**src/rtl/hpdmc_datactl_seq.sv**
```systemverilog
// hpdmc_datactl_seq
// -----------------------------------------------------------------------------
// Burst data sequencer for the HPDMC DDR SDRAM controller.
// On every READ/WRITE command it steers the DQ direction, feeds 4 FML write
// words (with byte masks) to the DDR I/O stage, captures 4 returned read
// words, and tells the command scheduler when the opposite command type may
// be issued without a bus turnaround hazard.
//
// Ports
//   sys_clk, sys_rst_n : clock and synchronous active-low reset
//   read, write        : one-cycle command pulses from the scheduler
//   fml_dw, fml_sel    : write word and byte enables from the FML write buffer
//   fml_wnext          : current fml_dw/fml_sel consumed this cycle
//   fml_dr, fml_rvalid : captured read word and its valid flag
//   direction(_r)      : 1 = controller drives DQ/DQS (and 1-cycle delayed copy)
//   do_data, mo        : write word and write mask (1 = masked) to the I/O stage
//                        ("do" is a reserved word, hence do_data)
//   di                 : read word from the I/O stage
//   read_safe          : a READ may be issued this cycle
//   write_safe         : a WRITE may be issued this cycle
//   cmd_err            : sticky, set when a command had to be dropped
// All outputs are registered.
// -----------------------------------------------------------------------------
module hpdmc_datactl_seq #(
    parameter int FMLBITS  = 64,
    parameter int FMLBYTES = 8,
    parameter int CL_CYC   = 2,
    parameter int TWTR     = 2,
    parameter int TRTW     = 1
) (
    input  logic                sys_clk,
    input  logic                sys_rst_n,
    input  logic                read,
    input  logic                write,
    input  logic [FMLBITS-1:0]  fml_dw,
    input  logic [FMLBYTES-1:0] fml_sel,
    output logic                fml_wnext,
    output logic [FMLBITS-1:0]  fml_dr,
    output logic                fml_rvalid,
    output logic                direction,
    output logic                direction_r,
    output logic [FMLBITS-1:0]  do_data,
    output logic [FMLBYTES-1:0] mo,
    input  logic [FMLBITS-1:0]  di,
    output logic                read_safe,
    output logic                write_safe,
    output logic                cmd_err
);

    // One bit per cycle after a read command; bit 0 marks "di valid now".
    localparam int SR_W = CL_CYC + 4;
    // The four marked bits start at CL_CYC-1 because the register is loaded
    // one edge after the command, so bit k surfaces at bit 0 in cycle T+1+k.
    localparam logic [SR_W-1:0] RD_PAT  = {{(SR_W-4){1'b0}}, 4'b1111} << (CL_CYC - 1);
    localparam logic [2:0]      TWTR_LD = 3'(TWTR);
    localparam logic [2:0]      TRTW_LD = 3'(TRTW);

    logic [2:0]      wcnt_r;
    logic [2:0]      wcnt_next_s;
    logic [SR_W-1:0] rd_sr_r;
    logic [2:0]      rd_hist_r;
    logic [2:0]      twtr_cnt_r;
    logic [2:0]      trtw_cnt_r;
    logic            accept_r_s;
    logic            accept_w_s;

    // Command acceptance and next write-counter value.
    always_comb begin
        accept_r_s  = read & read_safe & (rd_hist_r == 3'b000);
        // A write coinciding with a read is always dropped. Reloading at
        // count 1 chains a second burst seamlessly behind the first.
        accept_w_s  = write & ~read & write_safe & (wcnt_r <= 3'd1);
        wcnt_next_s = 3'd0;
        if (accept_w_s) begin
            wcnt_next_s = 3'd4;
        end else if (wcnt_r != 3'd0) begin
            wcnt_next_s = wcnt_r - 3'd1;
        end else begin
            wcnt_next_s = 3'd0;
        end
    end

    // Write path: word counter, upstream handshake, DQ direction, data/mask.
    always_ff @(posedge sys_clk) begin
        if (!sys_rst_n) begin
            wcnt_r      <= 3'd0;
            fml_wnext   <= 1'b0;
            do_data     <= {FMLBITS{1'b0}};
            mo          <= {FMLBYTES{1'b1}};
            direction   <= 1'b0;
            direction_r <= 1'b0;
        end else begin
            wcnt_r      <= wcnt_next_s;
            fml_wnext   <= (wcnt_next_s != 3'd0);
            direction_r <= direction;
            if (wcnt_r != 3'd0) begin
                do_data   <= fml_dw;
                mo        <= ~fml_sel;
                direction <= 1'b1;
            end else begin
                // do_data deliberately holds its last value between bursts.
                mo        <= {FMLBYTES{1'b1}};
                direction <= 1'b0;
            end
        end
    end

    // Read path: valid-cycle marker shift register and read-word capture.
    always_ff @(posedge sys_clk) begin
        if (!sys_rst_n) begin
            rd_sr_r    <= {SR_W{1'b0}};
            rd_hist_r  <= 3'b000;
            fml_rvalid <= 1'b0;
            fml_dr     <= {FMLBITS{1'b0}};
        end else begin
            rd_sr_r    <= (rd_sr_r >> 1) | (accept_r_s ? RD_PAT : {SR_W{1'b0}});
            rd_hist_r  <= {rd_hist_r[1:0], accept_r_s};
            fml_rvalid <= rd_sr_r[0];
            if (rd_sr_r[0]) begin
                fml_dr <= di;
            end else begin
                fml_dr <= fml_dr;
            end
        end
    end

    // Write-to-read turnaround: read_safe stays low while a write burst is
    // pending and for TWTR cycles after the last driven word.
    always_ff @(posedge sys_clk) begin
        if (!sys_rst_n) begin
            read_safe  <= 1'b1;
            twtr_cnt_r <= 3'd0;
        end else if (accept_w_s || (wcnt_r != 3'd0)) begin
            read_safe  <= 1'b0;
            twtr_cnt_r <= TWTR_LD;
        end else if (twtr_cnt_r != 3'd0) begin
            read_safe  <= 1'b0;
            twtr_cnt_r <= twtr_cnt_r - 3'd1;
        end else begin
            read_safe  <= 1'b1;
            twtr_cnt_r <= 3'd0;
        end
    end

    // Read-to-write turnaround: write_safe stays low while read words are
    // still due and for TRTW cycles after the last fml_rvalid.
    always_ff @(posedge sys_clk) begin
        if (!sys_rst_n) begin
            write_safe <= 1'b1;
            trtw_cnt_r <= 3'd0;
        end else if (accept_r_s || (rd_sr_r != {SR_W{1'b0}})) begin
            write_safe <= 1'b0;
            trtw_cnt_r <= TRTW_LD;
        end else if (trtw_cnt_r != 3'd0) begin
            write_safe <= 1'b0;
            trtw_cnt_r <= trtw_cnt_r - 3'd1;
        end else begin
            write_safe <= 1'b1;
            trtw_cnt_r <= 3'd0;
        end
    end

    // Sticky protocol-violation flag for any dropped command.
    always_ff @(posedge sys_clk) begin
        if (!sys_rst_n) begin
            cmd_err <= 1'b0;
        end else begin
            cmd_err <= cmd_err | (read & ~accept_r_s) | (write & ~accept_w_s);
        end
    end

endmodule
```
**config.mk**
```make
export PLATFORM = sky130hd
export DESIGN_NAME = hpdmc_datactl_seq
export DESIGN_NICKNAME = d
export VERILOG_FILES = /design/src/rtl/hpdmc_datactl_seq.sv
export SDC_FILE = /design/constraint.sdc
export NUM_CORES = 1
export LEC_CHECK = 0
export ABC_CLOCK_PERIOD_IN_PS = 1600
export CELL_PAD_IN_SITES_DETAIL_PLACEMENT = 1
export CELL_PAD_IN_SITES_GLOBAL_PLACEMENT = 2
export CORE_MARGIN = 10
export CORE_UTILIZATION = 22
export CTS_BUF_LIST = sky130_fd_sc_hd__clkbuf_4
export CTS_CLUSTER_DIAMETER = 30
export DETAILED_ROUTE_END_ITERATION = 10
export PLACE_DENSITY_LB_ADDON = 0.1
export REMOVE_ABC_BUFFERS = 1
export SLEW_MARGIN = 20
export SYNTH_ARGS = -nofsm -noshare
export SYNTH_HDL_FRONTEND = slang
export SYNTH_SLANG_ARGS = --single-unit
export TNS_END_PERCENT = 50
```
**constraint.sdc**
```tcl
create_clock -name sys_clk -period 1.6 [get_ports sys_clk]
set_input_delay 0.32 -clock sys_clk [delete_from_list [all_inputs] [get_ports sys_clk]]
set_output_delay 0.32 -clock sys_clk [all_outputs]
set_load 0.01 [all_outputs]
```
==> flow_summary.yaml, run 1 <==
outcome:
  status: "completed"
power:
  p_total_uw: 7918
  power_frac_comb_pct: 17.9
  seq_power_share_pct: 54.6
  leakagePower_uw: 0.003321
  peakVddDrop_mv: 0.3084
  power-per-cell-area_nw_per_um2: 924.7
  clock_power_share_pct: 27.5
  switching_share_pct: 29.45
  net-switching-power_uw: 2332
  intPower_uw: 5586
yosys:
  yosysUniqueCellTypes: 27
  synthTopCellsByCount: "dfxtp_1, nand2_1, nor2_1"
  yosysSeqAreaShare_pct: 58.62
  synth_edf_count: 0
  synth.cell_area_um2: 5430
  syn_area_per_cell_um2: 9.362
  ys_ff_latch: 159
  yosysMostFrequentCell: "dfxtp_1"
  ys_top_cells_by_area: "dfxtp_1, mux2i_1, nand2_1"
  synth_top_cell_by_area: "dfxtp_1"
  synth_top_area_share_pct: 58.62
  synthCells: 580
  synth-main-ff-cell: "dfxtp_1"
  yosys_warnings: 0
  synthArstFlopShare_pct: 0
detailed_routing:
  drc: 0
  antenna_left: 0
  vias: 5028
  wl_per_cell_um: 17.78
  drt_wl_total_um: 21350
  drt-pass1-iter-count: 4
  drtIter0Drc: 155
  vias_per_cell: 4.187
place:
  dp_hpwl_um: 16190
  port-buffer-count: 282
  gp_congestion: 0.7118
setup_path:
  crit_buf_inv: 1
  crit_chain: "inv_1 -> ha_2 -> ha_1 -> or4b_4 -> nor3_2"
  path_max_fanout: 1
  r2r_start: "trtw_cnt_r[1]$_SDFF_PP0_"
  crit_slowest_cell: "or4b_4"
  cp_top_family: "simple AND/OR/NAND/NOR gates"
  worst_ep_required_time_ns: 2.09
  startpoint_type: "register"
  critPathMaxStageDelay_ns: 0.53
  critPathKind: "register to register"
  cp.arrival_ns: 2.02
  end_kind: "register"
  crit_start: "trtw_cnt_r[1]$_SDFF_PP0_"
sta:
  period_share_pct: 96.01
  timing.slew.headroom_pct: 68.89
  slew_viol_final: 0
  worstMarginPinSlew_ns: 0.4666
  hold_violations: 0
  max_freq_mhz: 651.0
  setup_violations: 0
  min_period_ns: 1.536
  finClkSkew_ns: 0.02213
final_layout:
  drive_above_1_share_pct: 18.67
  area_growth_pct: 57.70
  nets: 1003
  utilization_pct: 35.21
  regArea_um2: 3211
  fill_cells: 2868
  multiInputGateArea_um2: 2076
clock_network:
  cts_setup_buffers: 0
  clockBufferDepth: 2
  clkSinkCount: 159
  clk_latency_ns: 0.56
  cts_tree: "done"
  cts_max_level: 4
  cts_buffers: 17
  ctsRootBufferMaster: "clkbuf_4"
  path_clk_slew_ns: 0.15
global_route:
  grt_pass1_wl_um: 32320
  grt_max_degree: 66
  grt.overflow.total: 0
  first_global_vias: 5486
  antenna_found_initial: 8
  grtUsageTotal_pct: 13.32
floorplanning:
  die_width_um: 177.1
  rows: 57
  start_util_pct: 22.33
  die-area_um2: 31370
  die_h_um: 177.1
  coreArea_um2: 24320
  ios: 283
hold_path:
  hp-start: "fml_sel[1]"
  hp-class: "primary input to register"
run:
  maxCapViolations: 0
-- what timing repair did --
item,CTS,global route
endpoints found under the hold margin,0,0
resized for setup,224,157
setup endpoints to repair,143,121
hold buffers,0,0
-- kinds of logic after synthesis --
| family | Yosys count | share of synthesized area (%) |
|---|---|---|
| compound gates | 79 | 7.673 |
| fa+ha+maj | 2 | 0.4608 |
| buf+inv | 41 | 3.410 |
| flops | 159 | 58.62 |
| mux | 64 | 11.80 |
| simple gates | 235 | 18.04 |
-- metrics by stage --
stage | cells | hold slack, ns | setup TNS [ns] | setup slack, ns | area [um2]
final | 1201 | 0.2272 | 0 | 0.06383 | 8563
after global routing | 1199 | 0.1515 | -0.1084 | -0.007871 | 8558
after CTS | 1197 | 0.1561 | 0 | 0.0004343 | 8846
after global placement | 1166 | 0.4368 | -0.02262 | -0.02262 | 8692
after detailed placement | 1166 | 0.4435 | -0.1448 | -0.03627 | 8692
after floorplan | 543 | 0.3819 | -181.29 | -1.332 | 5260
-- cell usage in the layout (no fill, tap or decap), types with 2 or more instances in the layout --
cell type / synthesis / final
a21oi_1: 68 / 68
and2_1: 6 / 6
buf_12: 0 / 5
buf_2: 22 / 4
buf_4: 1 / 12
clkbuf_2: 0 / 74
clkbuf_4: 0 / 19
clkdlybuf4s15_1: 0 / 39
clkdlybuf4s15_2: 0 / 9
clkdlybuf4s50_1: 0 / 139
clkinvlp_4: 0 / 6
dfxtp_1: 159 / 139
dfxtp_2: 0 / 19
diode_2: 0 / 4
dlygate4sd2_1: 0 / 17
inv_1: 4 / 3
inv_6: 0 / 4
mux2i_1: 64 / 64
nand2_1: 143 / 143
nand3_1: 3 / 3
nor2_1: 69 / 69
nor3_1: 3 / 3
nor4_4: 2 / 2
o21a_1: 3 / 3
o21ai_0: 3 / 3
-- final timing paths --
check | slack [ns] | end | cells after the start
max | 0.06 | trtw_cnt_r[2]$_SDFF_PP0_ | 5
min | 0.23 | mo[1]$_SDFF_PN1_ | 2
max reg2reg | 0.06 | trtw_cnt_r[2]$_SDFF_PP0_ | 5
min reg2reg | 0.46 | do_data[51]$_SDFFE_PN0N_ | 2
-- worst register-to-register path: stages (launching register included) --
cell and delay (ns):
dfxtp_2 0.35, inv_1 0.05, ha_2 0.17, ha_1 0.27, or4b_4 0.53, nor3_2 0.10
-- power by group through the flow --
| stage | sequential [uW] | combinational [uW] | clock, uW |
|---|---|---|---|
| after floorplan | 4520 | 461 | 0 |
| after global placement | 4390 | 1570 | 0 |
| after detailed placement | 4400 | 1600 | 0 |
| after CTS | 4320 | 1490 | 2320 |
| after global routing | 4350 | 1570 | 2500 |
| final | 4320 | 1420 | 2180 |
-- final cells by class --
cell class,instances,area share (%)
multi-input cells,380,24.24
flip-flops and latches,159,37.49
inverters,4,0.2046
well taps,324,4.734
clock inverters,12,1.037
clock buffers,19,1.666
repair buffers,299,30.51
diodes,4,0.1169
-- sequential cells by signal, indices dropped and copies added, names as in the netlist --
name	cells
read_safe	1
direction	1
fml_dr	64
do_data	64
write_safe	1
trtw_cnt_r	3
fml_wnext	1
fml_rvalid	1
direction_r	1
mo	8
twtr_cnt_r	3
rd_sr_r	4
rd_hist_r	3
cmd_err	1
wcnt_r	3
-- per-layer routing --
layer | global-route usage [%] | wire length, um | up-vias
met2 | 20.58 | 9558 | 202
met1 | 14.29 | 8302 | 2334
met5 | 0 | 55 | -
met4 | 3.468 | 175 | 8
met3 | 9.622 | 3259 | 21
li1 | - | - | 2463
No activity file was read; power rests on OpenSTA's default activity.
==> run 2: changes to the inputs <==
Settings changed: REMOVE_ABC_BUFFERS 1 to unset.
==> flow_summary.yaml, run 2 (synthesized netlist as in run 1, its figures left out) <==
clock_network:
  clockBufferDepth: 2
  cts_buffers: 17
  clkSinkCount: 159
  cts_tree: "done"
  path_clk_slew_ns: 0.14
  cts_max_level: 4
  clk_latency_ns: 0.54
  ctsHoldBuffers: 0
  ctsRootBufferMaster: "clkbuf_4"
floorplanning:
  start_util_pct: 22.33
  rows: 57
  die-area_um2: 31370
  die_h_um: 177.1
  coreArea_um2: 24320
  die_width_um: 177.1
  ios: 283
global_route:
  first_global_vias: 5353
  grt_pass1_wl_um: 31150
  antenna_found_initial: 2
  grtUsageTotal_pct: 12.70
  grt_max_degree: 66
  grt.overflow.total: 0
sta:
  worstMarginPinSlew_ns: 0.3352
  timing.slew.headroom_pct: 77.63
  setup_tns_ns: 0
  period_share_pct: 97.02
  setup_violations: 0
  min_period_ns: 1.552
  holdWs_ns: 0.2451
  hold_violations: 0
  slew_viol_final: 0
  finClkSkew_ns: 0.01951
  postLayoutSetupSlackWorst_ns: 0.04776
  max_freq_mhz: 644.2
place:
  post-place-ws_ns: -0.02614
  port-buffer-count: 282
  gp_congestion: 0.7092
  dp_cells: 1161
  dp_hpwl_um: 15440
detailed_routing:
  drt-pass1-iter-count: 4
  vias_per_cell: 4.128
  wl_per_cell_um: 17.01
  drt_wl_total_um: 20320
  drtIter0Drc: 223
  drc: 0
  antenna_left: 0
  vias: 4933
setup_path:
  startpoint_type: "register"
  crit_slowest_cell: "or4b_1"
  cp.arrival_ns: 2.03
  cp_top_family: "simple AND/OR/NAND/NOR gates"
  critPathMaxStageDelay_ns: 0.54
  crit_buf_inv: 1
  end_kind: "register"
  r2r_cells: 5
  critPathKind: "register to register"
  path_max_fanout: 2
  crit_top_cell: "ha_1"
  crit_cells: 5
  worst_ep_required_time_ns: 2.08
  crit_chain: "inv_1 -> ha_1 -> ha_1 -> or4b_1 -> nor3_2"
final_layout:
  drive_above_1_share_pct: 10.70
  multiInputGateArea_um2: 2069
  regArea_um2: 3199
  reg_top3: "do_data x64, fml_dr x64, mo x8"
  stdcell_count: 1195
  layout_commonest_cell: "dfxtp_1"
  most-common-layout-cells: "dfxtp_1, nand2_1, clkdlybuf4s50_1"
  area_growth_pct: 61.87
  fill_cells: 2800
  nets: 998
hold_path:
  holdPathStages: 2
  hp-class: "primary input to register"
power:
  peakVddDrop_mv: 0.4146
  leakagePower_uw: 0.003421
  power-per-cell-area_nw_per_um2: 946.4
outcome:
  status: "completed"
run:
  maxCapViolations: 0
yosys:
  syn_nets: 722
## run 2: cell types whose count changed in the layout (fill, tap and decap cells not counted), moves of 2 or more
| cell | before | now |
|---|---|---|
| clkdlybuf4s15_1 | 39 | 67 |
| clkdlybuf4s15_2 | 9 | 5 |
| inv_6 | 4 | 2 |
| dfxtp_1 | 139 | 148 |
| buf_4 | 12 | 7 |
| dfxtp_2 | 19 | 10 |
| dlygate4sd2_1 | 17 | 43 |
| diode_2 | 4 | 2 |
| clkinvlp_4 | 6 | 4 |
| bufinv_16 | 0 | 3 |
| buf_2 | 4 | 0 |
| clkinv_4 | 0 | 2 |
| clkbuf_2 | 74 | 28 |
## run 2: stage by stage
step	utilization (%)	total power (uW)	area, um2
finish	36.14	8319	8790
global route	36.14	8864	8790
CTS	36.36	8547	8843
detailed placement	35.59	5984	8655
global placement	35.59	5945	8655
floorplan	-	5006	5430
## run 2: path summary, 6_finish.rpt
path / startpoint / end / slack, ns
setup / recovery: trtw_cnt_r[0]$_SDFF_PN0_ / trtw_cnt_r[2]$_SDFF_PP0_ / 0.05
hold / removal: fml_sel[0] / mo[0]$_SDFF_PN1_ / 0.25
setup reg to reg: trtw_cnt_r[0]$_SDFF_PN0_ / trtw_cnt_r[2]$_SDFF_PP0_ / 0.05
hold reg to reg: do_data[24]$_SDFFE_PN0N_ / do_data[24]$_SDFFE_PN0N_ / 0.46
## run 2: cell type report
| cell class | instances | area share (%) |
|---|---|---|
| flip-flops and latches | 159 | 36.40 |
| repair buffers | 294 | 31.72 |
| multi-input cells | 380 | 23.54 |
| well taps | 324 | 4.612 |
| clock inverters | 13 | 1.851 |
| clock buffers | 19 | 1.623 |
| inverters | 4 | 0.1993 |
| diodes | 2 | 0.05694 |
## run 2: where the power goes
part           switching (uW)  internal [uW]  total, uW
clock network            1460           1120       2580
logic                     666            758       1420
registers                 128           4190       4320
total                    2250           6070       8320
## run 2: timing repair
action,CTS,global route
buffers inserted,0,0
gates resized for setup,193,93
endpoints found under the setup margin,143,86
## run 2: layer usage
layer  wire [um]  track usage (%)  part of all wire (%)
met3        1871            5.398                   9.2
met2        9953            21.93                    49
met5           0                0                     0
met1        8225            13.74                    40
met4         274            4.063                   1.3
